`src/rtl/control_unit_if.sv`:
```
// rtl/control_unit_if.sv - control unit to data path signal bundle
interface control_unit_if;
   logic [7:0] IR;
   logic [3:0] CCR_Result;
   logic       IR_Load;
   logic       MAR_Load;
   logic       PC_Load;
   logic       PC_Inc;
   logic       A_Load;
   logic       B_Load;
   logic       CCR_Load;
   logic [2:0] ALU_Sel;
   logic [1:0] Bus1_Sel;
   logic [1:0] Bus2_Sel;
   logic       write;

   modport master (
      input  IR, CCR_Result,
      output IR_Load, MAR_Load, PC_Load, PC_Inc, A_Load, B_Load, CCR_Load,
      output ALU_Sel, Bus1_Sel, Bus2_Sel, write
   );

   modport slave (
      output IR, CCR_Result,
      input  IR_Load, MAR_Load, PC_Load, PC_Inc, A_Load, B_Load, CCR_Load,
      input  ALU_Sel, Bus1_Sel, Bus2_Sel, write
   );
endinterface

```
`src/rtl/control_unit.sv`:
```
// rtl/control_unit.sv - Moore FSM sequencing fetch/decode/execute for the data path
module control_unit (
   input  logic               Clk,
   input  logic               Reset,
   control_unit_if.master     bus,
   output logic [4:0]         state
);
   localparam logic [4:0] S_F0       = 5'd0;
   localparam logic [4:0] S_F1       = 5'd1;
   localparam logic [4:0] S_F2       = 5'd2;
   localparam logic [4:0] S_DEC      = 5'd3;
   localparam logic [4:0] S_LS_E0    = 5'd4;   // load/store operand fetch: MAR <- PC
   localparam logic [4:0] S_LS_E1    = 5'd5;   // load/store: step PC past operand
   localparam logic [4:0] S_LDA_IMM  = 5'd6;
   localparam logic [4:0] S_LDB_IMM  = 5'd7;
   localparam logic [4:0] S_DIR_E2   = 5'd8;   // MAR <- operand address (loads and stores)
   localparam logic [4:0] S_LD_E3    = 5'd9;   // memory read latency
   localparam logic [4:0] S_LDA_DIR  = 5'd10;
   localparam logic [4:0] S_LDB_DIR  = 5'd11;
   localparam logic [4:0] S_STA      = 5'd12;
   localparam logic [4:0] S_STB      = 5'd13;
   localparam logic [4:0] S_ADD      = 5'd14;
   localparam logic [4:0] S_SUB      = 5'd15;
   localparam logic [4:0] S_AND      = 5'd16;
   localparam logic [4:0] S_OR       = 5'd17;
   localparam logic [4:0] S_NOT      = 5'd18;
   localparam logic [4:0] S_BR_E0    = 5'd19;
   localparam logic [4:0] S_BR_E1    = 5'd20;
   localparam logic [4:0] S_BR_E2    = 5'd21;
   localparam logic [4:0] S_BRN_E0   = 5'd22;

   logic [4:0] state_q;
   logic [4:0] state_d;
   logic       flag_z;
   logic       flag_c;

   assign state  = state_q;
   assign flag_z = bus.CCR_Result[2];
   assign flag_c = bus.CCR_Result[0];

   // Next-state selection; execute paths share states while the opcode (stable in IR) picks the branch points.
   always_comb begin
      state_d = S_F0;
      case (state_q)
         S_F0:      state_d = S_F1;
         S_F1:      state_d = S_F2;
         S_F2:      state_d = S_DEC;
         S_DEC: begin
            case (bus.IR)
               8'h86, 8'h87, 8'h88, 8'h89, 8'h96, 8'h97: state_d = S_LS_E0;
               8'h42:   state_d = S_ADD;
               8'h43:   state_d = S_SUB;
               8'h44:   state_d = S_AND;
               8'h45:   state_d = S_OR;
               8'h46:   state_d = S_NOT;
               8'h20:   state_d = S_BR_E0;
               8'h23:   state_d = flag_z  ? S_BR_E0 : S_BRN_E0;
               8'h24:   state_d = !flag_z ? S_BR_E0 : S_BRN_E0;
               8'h27:   state_d = flag_c  ? S_BR_E0 : S_BRN_E0;
               default: state_d = S_F0;
            endcase
         end
         S_LS_E0:   state_d = S_LS_E1;
         S_LS_E1: begin
            case (bus.IR)
               8'h86:   state_d = S_LDA_IMM;
               8'h88:   state_d = S_LDB_IMM;
               default: state_d = S_DIR_E2;
            endcase
         end
         S_DIR_E2: begin
            case (bus.IR)
               8'h96:   state_d = S_STA;
               8'h97:   state_d = S_STB;
               default: state_d = S_LD_E3;
            endcase
         end
         S_LD_E3:   state_d = (bus.IR == 8'h87) ? S_LDA_DIR : S_LDB_DIR;
         S_BR_E0:   state_d = S_BR_E1;
         S_BR_E1:   state_d = S_BR_E2;
         default:   state_d = S_F0;
      endcase
   end

   // Moore output decode from the current state, all forced low while Reset is high.
   always_comb begin
      bus.IR_Load  = 1'b0;
      bus.MAR_Load = 1'b0;
      bus.PC_Load  = 1'b0;
      bus.PC_Inc   = 1'b0;
      bus.A_Load   = 1'b0;
      bus.B_Load   = 1'b0;
      bus.CCR_Load = 1'b0;
      bus.ALU_Sel  = 3'b000;
      bus.Bus1_Sel = 2'b00;
      bus.Bus2_Sel = 2'b00;
      bus.write    = 1'b0;
      if (!Reset) begin
         case (state_q)
            S_F0, S_LS_E0, S_BR_E0: begin
               bus.Bus1_Sel = 2'b00;
               bus.Bus2_Sel = 2'b01;
               bus.MAR_Load = 1'b1;
            end
            S_F1, S_LS_E1, S_BRN_E0: bus.PC_Inc = 1'b1;
            S_F2: begin
               bus.Bus2_Sel = 2'b10;
               bus.IR_Load  = 1'b1;
            end
            S_LDA_IMM, S_LDA_DIR: begin
               bus.Bus2_Sel = 2'b10;
               bus.A_Load   = 1'b1;
            end
            S_LDB_IMM, S_LDB_DIR: begin
               bus.Bus2_Sel = 2'b10;
               bus.B_Load   = 1'b1;
            end
            S_DIR_E2: begin
               bus.Bus2_Sel = 2'b10;
               bus.MAR_Load = 1'b1;
            end
            S_STA: begin
               bus.Bus1_Sel = 2'b01;
               bus.write    = 1'b1;
            end
            S_STB: begin
               bus.Bus1_Sel = 2'b10;
               bus.write    = 1'b1;
            end
            S_ADD, S_SUB, S_AND, S_OR, S_NOT: begin
               bus.Bus1_Sel = 2'b10;
               bus.Bus2_Sel = 2'b00;
               bus.A_Load   = 1'b1;
               bus.CCR_Load = 1'b1;
               case (state_q)
                  S_SUB:   bus.ALU_Sel = 3'b010;
                  S_AND:   bus.ALU_Sel = 3'b011;
                  S_OR:    bus.ALU_Sel = 3'b001;
                  S_NOT:   bus.ALU_Sel = 3'b111;
                  default: bus.ALU_Sel = 3'b000;
               endcase
            end
            S_BR_E2: begin
               bus.Bus2_Sel = 2'b10;
               bus.PC_Load  = 1'b1;
            end
            default: ;
         endcase
      end
   end

   // State register; Reset returns to F0 from anywhere, including mid-instruction.
   always_ff @(posedge Clk) begin
      if (Reset) state_q <= S_F0;
      else       state_q <= state_d;
   end
endmodule

```
`src/flat_wrapper.sv`:
```
// flat-port wrapper written by rule: the top's interface ports become plain ports
module control_unit_flat 
  (Clk, Reset, state, bus_IR, bus_CCR_Result, bus_IR_Load, bus_MAR_Load, bus_PC_Load, bus_PC_Inc, bus_A_Load, bus_B_Load, bus_CCR_Load, bus_ALU_Sel, bus_Bus1_Sel, bus_Bus2_Sel, bus_write);
  control_unit_if bus_i ();
  input  logic Clk;
  input  logic Reset;
  output logic [4:0] state;
  input wire logic [$bits(bus_i.IR)-1:0] bus_IR;
  input wire logic [$bits(bus_i.CCR_Result)-1:0] bus_CCR_Result;
  output wire logic [$bits(bus_i.IR_Load)-1:0] bus_IR_Load;
  output wire logic [$bits(bus_i.MAR_Load)-1:0] bus_MAR_Load;
  output wire logic [$bits(bus_i.PC_Load)-1:0] bus_PC_Load;
  output wire logic [$bits(bus_i.PC_Inc)-1:0] bus_PC_Inc;
  output wire logic [$bits(bus_i.A_Load)-1:0] bus_A_Load;
  output wire logic [$bits(bus_i.B_Load)-1:0] bus_B_Load;
  output wire logic [$bits(bus_i.CCR_Load)-1:0] bus_CCR_Load;
  output wire logic [$bits(bus_i.ALU_Sel)-1:0] bus_ALU_Sel;
  output wire logic [$bits(bus_i.Bus1_Sel)-1:0] bus_Bus1_Sel;
  output wire logic [$bits(bus_i.Bus2_Sel)-1:0] bus_Bus2_Sel;
  output wire logic [$bits(bus_i.write)-1:0] bus_write;
  assign bus_i.IR = bus_IR;
  assign bus_i.CCR_Result = bus_CCR_Result;
  assign bus_IR_Load = bus_i.IR_Load;
  assign bus_MAR_Load = bus_i.MAR_Load;
  assign bus_PC_Load = bus_i.PC_Load;
  assign bus_PC_Inc = bus_i.PC_Inc;
  assign bus_A_Load = bus_i.A_Load;
  assign bus_B_Load = bus_i.B_Load;
  assign bus_CCR_Load = bus_i.CCR_Load;
  assign bus_ALU_Sel = bus_i.ALU_Sel;
  assign bus_Bus1_Sel = bus_i.Bus1_Sel;
  assign bus_Bus2_Sel = bus_i.Bus2_Sel;
  assign bus_write = bus_i.write;
  control_unit u_core (.Clk(Clk), .Reset(Reset), .bus(bus_i), .state(state));
endmodule
```
`config.mk`:
```
export PLATFORM = sky130hd
export DESIGN_NAME = control_unit_flat
export DESIGN_NICKNAME = d
export VERILOG_FILES = /design/src/rtl/control_unit_if.sv /design/src/rtl/control_unit.sv /design/src/flat_wrapper.sv
export SDC_FILE = /design/constraint.sdc
export NUM_CORES = 1
export LEC_CHECK = 0
export CAP_MARGIN = 0
export CORE_ASPECT_RATIO = 0.9
export CORE_MARGIN = 10
export CORE_UTILIZATION = 40
export DETAILED_ROUTE_END_ITERATION = 8
export GPL_TIMING_DRIVEN = 0
export PLACE_DENSITY = 0.74
export SLEW_MARGIN = 20
export SYNTH_ARGS = -nofsm -noshare
export SYNTH_HDL_FRONTEND = slang
export SYNTH_SLANG_ARGS = --single-unit
```
`constraint.sdc`:
```
create_clock -name Clk -period 1.51 [get_ports Clk]
set_clock_uncertainty 0.05 [all_clocks]
set_input_delay 0.302 -clock Clk [delete_from_list [all_inputs] [get_ports Clk]]
set_output_delay 0.302 -clock Clk [all_outputs]
set_load 0.02 [all_outputs]
```
==> flow_metrics.tcl <==
set metrics [dict create \
    post_drt_wl_per_cell_um 22.1 \
    grt_pass1_wl_mm 6.69 \
    drv_cap 0 \
    violations "setup timing" \
    power_density_nw_per_um2 826 \
    ys_warn_count 0 \
    fp.dieH_um 66.2 \
    dp_hpwl_mm 2.51 \
    synthTopCellsByArea "dfxtp_1 (11%), nand2_1 (7.5%), nor2_1 (7.5%), a21oi_1 (7.4%), nor3_1 (4.2%)" \
    max_freq_ghz 0.539 \
    ioPinCount 34 \
    numPortBuffers 31 \
    numCtsBuffers 3 \
    ys_types 45 \
    crit_path_end_kind "output pin" \
    ys_seq_elements 5 \
    critPathArrivalTime_ns 1.50 \
    place_ws_ns -1.10 \
    layout-drive-gt1-share_pct 58.7 \
    finalPower_uw 1620 \
    initial_core_util_pct 42.7 \
    worstMarginPinSlew_ns 0.434 \
    drv_slew 0 \
    outcome "complete, but fails checks" \
    cts_hold_buf 0 \
    die-area_um2 4720 \
    crit_fanout 5 \
    synth.avg_cell_area_um2 6.32 \
    setup_viol 19 \
    drt_iter0_drc 180 \
    fin_crit_sh_pct 123 \
    drt_wl_total_mm 5.16 \
    finalCriticalPeriod_ns 1.86 \
    criticalPathCategory "flip-flop to output pin" \
    overflow 0 \
    cts_sinks 5 \
    ir_drop_mv 1.03 \
    clk_latency_ns 0.25 \
    async_flop_share_pct 0 \
    routabilityCongestion 0.838 \
    yosysSeqAreaShare_pct 10.6 \
    grt_usage_pct 16.9 \
    regToRegSetupSlack_ns -0.12 \
    finalHoldViolCount 0 \
    rsz0062_at_grt "true" \
    cts_tree "done" \
    grt_pass1_vias 1388 \
    n_antenna_cell 0 \
    grt_max_degree 11 \
    drc 0 \
    syn_area_um2 948 \
    largest_register_ffs 5 \
    rows 16 \
    setup_ws_ns -0.347 \
    die_x_um 71.3 \
    root_buffer "clkbuf_4" \
    fin_cells 233 \
    yosysTopAreaCell "dfxtp_1" \
    dr.pass1.iters 6 \
    cp.required_ns 1.16 \
    synth_top_area_share_pct 10.6 \
    p_leak_uw 0.000779 \
    ys.flop_type "dfxtp_1" \
    maxSlewHeadroom_pct 70.9 \
    synth_edf_count 0 \
    syn_nets 164 \
    place_inst 208 \
    cts_buffer_depth 2 \
    netlist_instances 150 \
    nNetsFinal 221 \
    drt.antenna.violating_nets 0 \
    hold_path.class "input port to flip-flop" \
    vias_per_cell 6.67 \
    syn2layout_area_growth_pct 107 \
    core_um2 2220 \
    path_clk_slew_ns 0.05 \
    worstSetupStartpointType "flip-flop" \
    vias 1554 \
    antenna_found_initial 0 \
    htree_levels 1 \
]
[placed cells by master (no fill, tap or decap), types with 3 or more instances in the layout]
| master | netlist | routed |
|---|---|---|
| buf_4 | 0 | 21 |
| nand2_1 | 19 | 12 |
| a22oi_1 | 4 | 4 |
| nor2b_4 | 0 | 3 |
| buf_12 | 0 | 3 |
| dfxtp_4 | 0 | 5 |
| a21oi_2 | 0 | 10 |
| nand3_1 | 6 | 3 |
| dlygate4sd2_1 | 0 | 10 |
| nor2_4 | 0 | 4 |
| nor4b_4 | 1 | 4 |
| a21oi_1 | 14 | 4 |
| nor2_2 | 0 | 7 |
| nand2_2 | 0 | 4 |
| nand4_1 | 3 | 3 |
| inv_1 | 8 | 6 |
| buf_6 | 0 | 20 |
| nor3_1 | 8 | 4 |
| nor2_1 | 19 | 8 |
| clkbuf_4 | 0 | 3 |
[metal layers]
metal | up-vias | global-route usage, % | share of wire (%) | routed length [µm]
met5 | - | 0 | 0 | 0
met2 | 147 | 27.6 | 45 | 2340
met4 | 0 | 7.00 | 5.2 | 267
li1 | 666 | - | - | -
met3 | 37 | 3.90 | 12 | 594
met1 | 704 | 20.8 | 38 | 1960
[cells by family after synthesis]
kind of cell	share of synthesized area, %
adder cells (fa/ha/maj)	1.06
buffers and inverters	8.31
flip-flops	10.6
multiplexers	2.11
XOR/XNOR	1.85
AO/OA/AOI/OAI	28.8
AND/OR/NAND/NOR	47.4
[synthesized netlist by cell type, types with 2 or more instances]
master,count
dfxtp_1,5
buf_2,6
a31oi_1,4
inv_1,8
o211ai_1,2
nand3_1,6
o21ai_1,2
nor2b_1,5
nor4_1,2
a22oi_1,4
o21ai_0,3
or2_2,2
nor2_1,19
mux2i_1,2
nand2_1,19
nor3_1,8
nor4b_2,2
clkbuf_1,5
a21oi_1,14
nand4_1,3
nor4b_1,2
and3_1,2
nand2b_1,3
[path summary, 6_finish.rpt]
path | startpoint | endpoint | cells after the start
min | bus_IR[7] | u_core.state[3] | 4
min reg2reg | u_core.state[2] | u_core.state[0] | 3
max | u_core.state[0] | bus_Bus2_Sel[1] | 7
max reg2reg | u_core.state[3] | u_core.state[0] | 7
[stage by stage]
step	utilization, %	hold WS (ns)	instance area [µm²]	setup TNS (ns)
2_1_floorplan	-	0.470	1070	-0.108
3_3_place_gp	63.8	0.605	1420	-15.53
3_5_place_dp	63.8	0.588	1420	-16.17
4_1_cts	80.3	0.552	1780	-3.72
5_1_grt	88.2	0.542	1960	-4.19
6_report	88.2	0.518	1960	-3.40
[final cells by class]
type | count | area, µm²
Multi-Input combinational cell | 126 | 1110
Timing Repair Buffer | 53 | 478
Fill cell | 105 | 262
Buffer | 10 | 158
Sequential cell | 5 | 119
Inverter | 8 | 35.0
Tap cell | 27 | 33.8
Clock buffer | 4 | 26.3
[power by group]
part	switching, µW	internal (µW)	leakage [µW]	total, µW
registers	75.8	166	0.0000444	242
clock network	62.6	100	0.0000150	163
logic	655	560	0.000719	1210
total	793	826	0.000779	1620
[worst max-delay path, stage by stage, from the launching register on]
cell and delay [ns]:
dfxtp_4 0.40, clkbuf_16 0.17, buf_6 0.10, nand3_4 0.07, a21oi_2 0.17, a21oi_2 0.09
nor2_2 0.11, buf_6 0.13
[what timing repair did]
item / in CTS / in global routing
resized for setup: 162 / 42
endpoints found under the setup margin: 25 / 20
pin swaps: 23 / 17
buffers inserted: 18 / 6
cloned: 0 / 0
Power figures use the tool's default switching activity.
==> variant 1, RTL diff (same settings) <==
Make the reset (`Reset`) asynchronous in one clocked block.
--- a/src/rtl/control_unit.sv
+++ b/src/rtl/control_unit.sv
@@ -151,5 +151,5 @@
 
    // State register; Reset returns to F0 from anywhere, including mid-instruction.
-   always_ff @(posedge Clk) begin
+   always_ff @(posedge Clk or posedge Reset) begin
       if (Reset) state_q <= S_F0;
       else       state_q <= state_d;
Function: differs if Reset is asserted again (counterexample within 4 cycles, from zero or initial values and one cycle with Reset high); with Reset held inactive, the same outputs for 10 cycles.
==> variant 1 against the original RTL <==
  * The flow now stops in global routing (5_1_grt)
  * Synthesized area up 2.6%
==> variant 1: results (changes against the original RTL) <==
status: aborted with a tool error
Halt Stage: global routing (5_1_grt)
Error Message: [ERROR DPL-0038] Utilization greater than 100%, impossible to legalize
clk root buf: clkbuf_4
GP Congestion: 0.839 (+0.16%)
unique cell type count in the Yosys netlist: 49 (+8.9%)
CTS sink cnt: 5 (unchanged)
top_reg_cell synth: dfrtp_1
worst endpoint pin kind: top-level output
HPWL reported at the end of detailed placement: 2760 µm (+10%)
Post-synth top cells: nand2_1, nor2_1, a21oi_1
CTS Buf Count: 3 (unchanged)
largest net degree at the start of global routing: 11
CTS H-tree depth: 1 (unchanged)
YS warnings: 0 (unchanged)
syn nets: 158 (-3.7%)
sequential share of the synthesized area: 12.9% (+2.3 points)
worst_ep grt: bus_MAR_Load
PortBufs: 30 (-3.2%)
synth top area cells: dfrtp_1, a21oi_1, nand2_1, nor2_1, a31oi_1
CTS Buffer Depth: 2 (unchanged)
asr flop ratio synth: 100% (+100 points)
worst slack, placed: -1.19 ns (-0.0960 ns)
[variant 1: through the flow]
| step | instance area (µm²) | TNS (ns) | hold slack (ns) | instances |
|---|---|---|---|---|
| after floorplan | 1230 | -1.93 | 0.0465 | 144 |
| after global placement | 1560 | -17.52 | 0.596 | 201 |
| after detailed placement | 1560 | -17.98 | 0.608 | 201 |
| after CTS | 2040 | -5.99 | 0.461 | 232 |
[variant 1: cell families after synthesis]
| logic type | count (synthesis) | share of synthesized area (%) |
|---|---|---|
| compound gates | 36 | 24.4 |
| xor+xnor | 1 | 0.900 |
| fa+ha+maj | 1 | 1.03 |
| buf+inv | 19 | 9.51 |
| flops | 5 | 12.9 |
| mux | 1 | 1.03 |
| simple gates | 81 | 50.3 |
[variant 1: what timing repair did]
| action | in CTS |
|---|---|
| gates cloned | 1 |
| resized for setup | 149 |
| endpoints found under the setup margin | 25 |
| pin swaps | 13 |
| setup buffers | 26 |
==> variant 2, RTL diff (same flow settings) <==
Made on the original files. Register the output `state` once more, without a reset; this adds one clock of latency there. The other outputs are not delayed to match.
--- a/src/rtl/control_unit.sv
+++ b/src/rtl/control_unit.sv
@@ -35,5 +35,7 @@
    logic       flag_c;
 
-   assign state  = state_q;
+   always_ff @(posedge Clk) begin
+      state <= state_q;
+   end
    assign flag_z = bus.CCR_Result[2];
    assign flag_c = bus.CCR_Result[0];
Behaviour: not the same (Yosys sat finds a counterexample within 4 cycles, from zero or initial values and one cycle with Reset high).
==> variant 2 against the original RTL <==
  * The flow still finishes with violations (negative setup slack)
  * Final area grew 25%
  * Critical endpoint is now bus_MAR_Load
  * Global-route usage grew 1.5 points
  * Sequential cell count grew 5
  * Die area grew 14%
  * Synthesized area grew 20%
  * Setup slack lost 0.20 ns
  * Routed wire length grew 34%
Power is not compared: it rests on default switching activity, and its combinational part moved more than twofold at a synthesized area within 25%.
==> variant 2: results (changes against the original RTL) <==
Synth Area in Compound Gates: 23.1% (-5.7 points)
Nets: 245 (+11%)
fin cells: 269 (+15%)
Sw Pwr: 0.000359 W
first-pass GRT wire length: 8460 µm (+26%)
r2r endpoint: u_core.state_q[2]
post-synthesis xor/xnor area fraction: 1.54% (-0.31 points)
synth top area cells: dfxtp_1, a21oi_1, nor3_1, buf_6, nor4_1
worst hold margin: 0.311 ns (-0.206 ns)
share of cells above drive strength 1: 66.8% (+8.1 points)
post-route setup TNS: -7.00 ns (-3.61 ns)
Slowest-stage cell, CP: dfxtp_2
Leakage: 0.920 nW
area post-placement: 1630 µm² (+15%)
failing checks: negative setup slack
internal reg-to-reg setup slack: -0.36 ns (-0.24 ns)
final setup fails: 20 (+1)
Placed Cells: 225 (+8.2%)
status: complete, but fails checks
Post-synth top cells: a21oi_1, nor3_1, nor2_1, dfxtp_1, nand2_1
Reg2Reg Launch Point: u_core.state_q[2]
Arr. time, crit path: 1.70 ns (+0.20 ns)
Adder-Cell Fraction of Synth Area: 0.879% (-0.18 points)
Critical Path End: bus_MAR_Load
Via density: 6.77 (+1.6%)
unique cell type count in the Yosys netlist: 50 (+11%)
GP Congestion: 0.872 (+4.1%)
crit path launch: u_core.state_q[0]
PortBufs: 28 (-9.7%)
Power Total: 0.000949 W
Hold Path Cell Cnt: 0 (-4)
min cycle time layout: 2.05 ns (+0.195 ns)
Hold Crit Class: flop to flop
Clk Latency, worst-skew pair: 0.28 ns (+0.03 ns)
gr usage total: 18.4% (+1.5 points)
Least-Margin Pin Slew: 0.445 ns (+0.0104 ns)
Worst Slack Setup Final: -0.542 ns (-0.195 ns)
DR WL/cell: 25.6 µm (+16%)
sequential share of the synthesized area: 17.6% (+7.0 points)
syn avg cell area: 7.25 µm² (+15%)
mux contribution to synthesized area: 0.879% (-1.2 points)
worst slack, placed: -1.36 ns (-0.260 ns)
Crit path max-delay family: simple AND/OR/NAND/NOR gates
Worst Hold Endpoint: u_core.state[0]
worst hold path startpoint: u_core.state_q[0]
syn nets: 171 (+4.3%)
Max stage delay on crit path: 0.32 ns (-0.08 ns)
Detailed Route Iter0 Violations: 262 (+46%)
vias in the first global route: 1660 (+20%)
## variant 2: area by class of cell
type | count | area [µm²]
inverters | 5 | 22.5
repair buffers | 70 | 661
multi-input cells | 126 | 1250
clock buffers | 3 | 22.5
fillers | 123 | 305
well taps | 40 | 50.0
plain buffers | 15 | 216
flip-flops and latches | 10 | 216
## variant 2: timing repair
action,4_1_cts,5_1_grt
buffers inserted,23,18
gates cloned,0,2
resized for setup,185,39
pin swaps,21,21
endpoints found under the setup margin,25,20
## variant 2: kinds of logic after synthesis
logic type                 after synthesis
AOI/OAI and AO/OA                       41
xor gates and xnor gates                 2
adders and majority gates                1
buffers and inverters                   22
DFF                                     10
muxes                                    1
and+or+nand+nor                         80
## variant 2: metal layers
layer | share of wire (%) | track usage (%)
met1 | 36 | 22.1
met3 | 9.3 | 3.28
met2 | 48 | 31.3
met4 | 6.6 | 8.45
met5 | 0 | 0
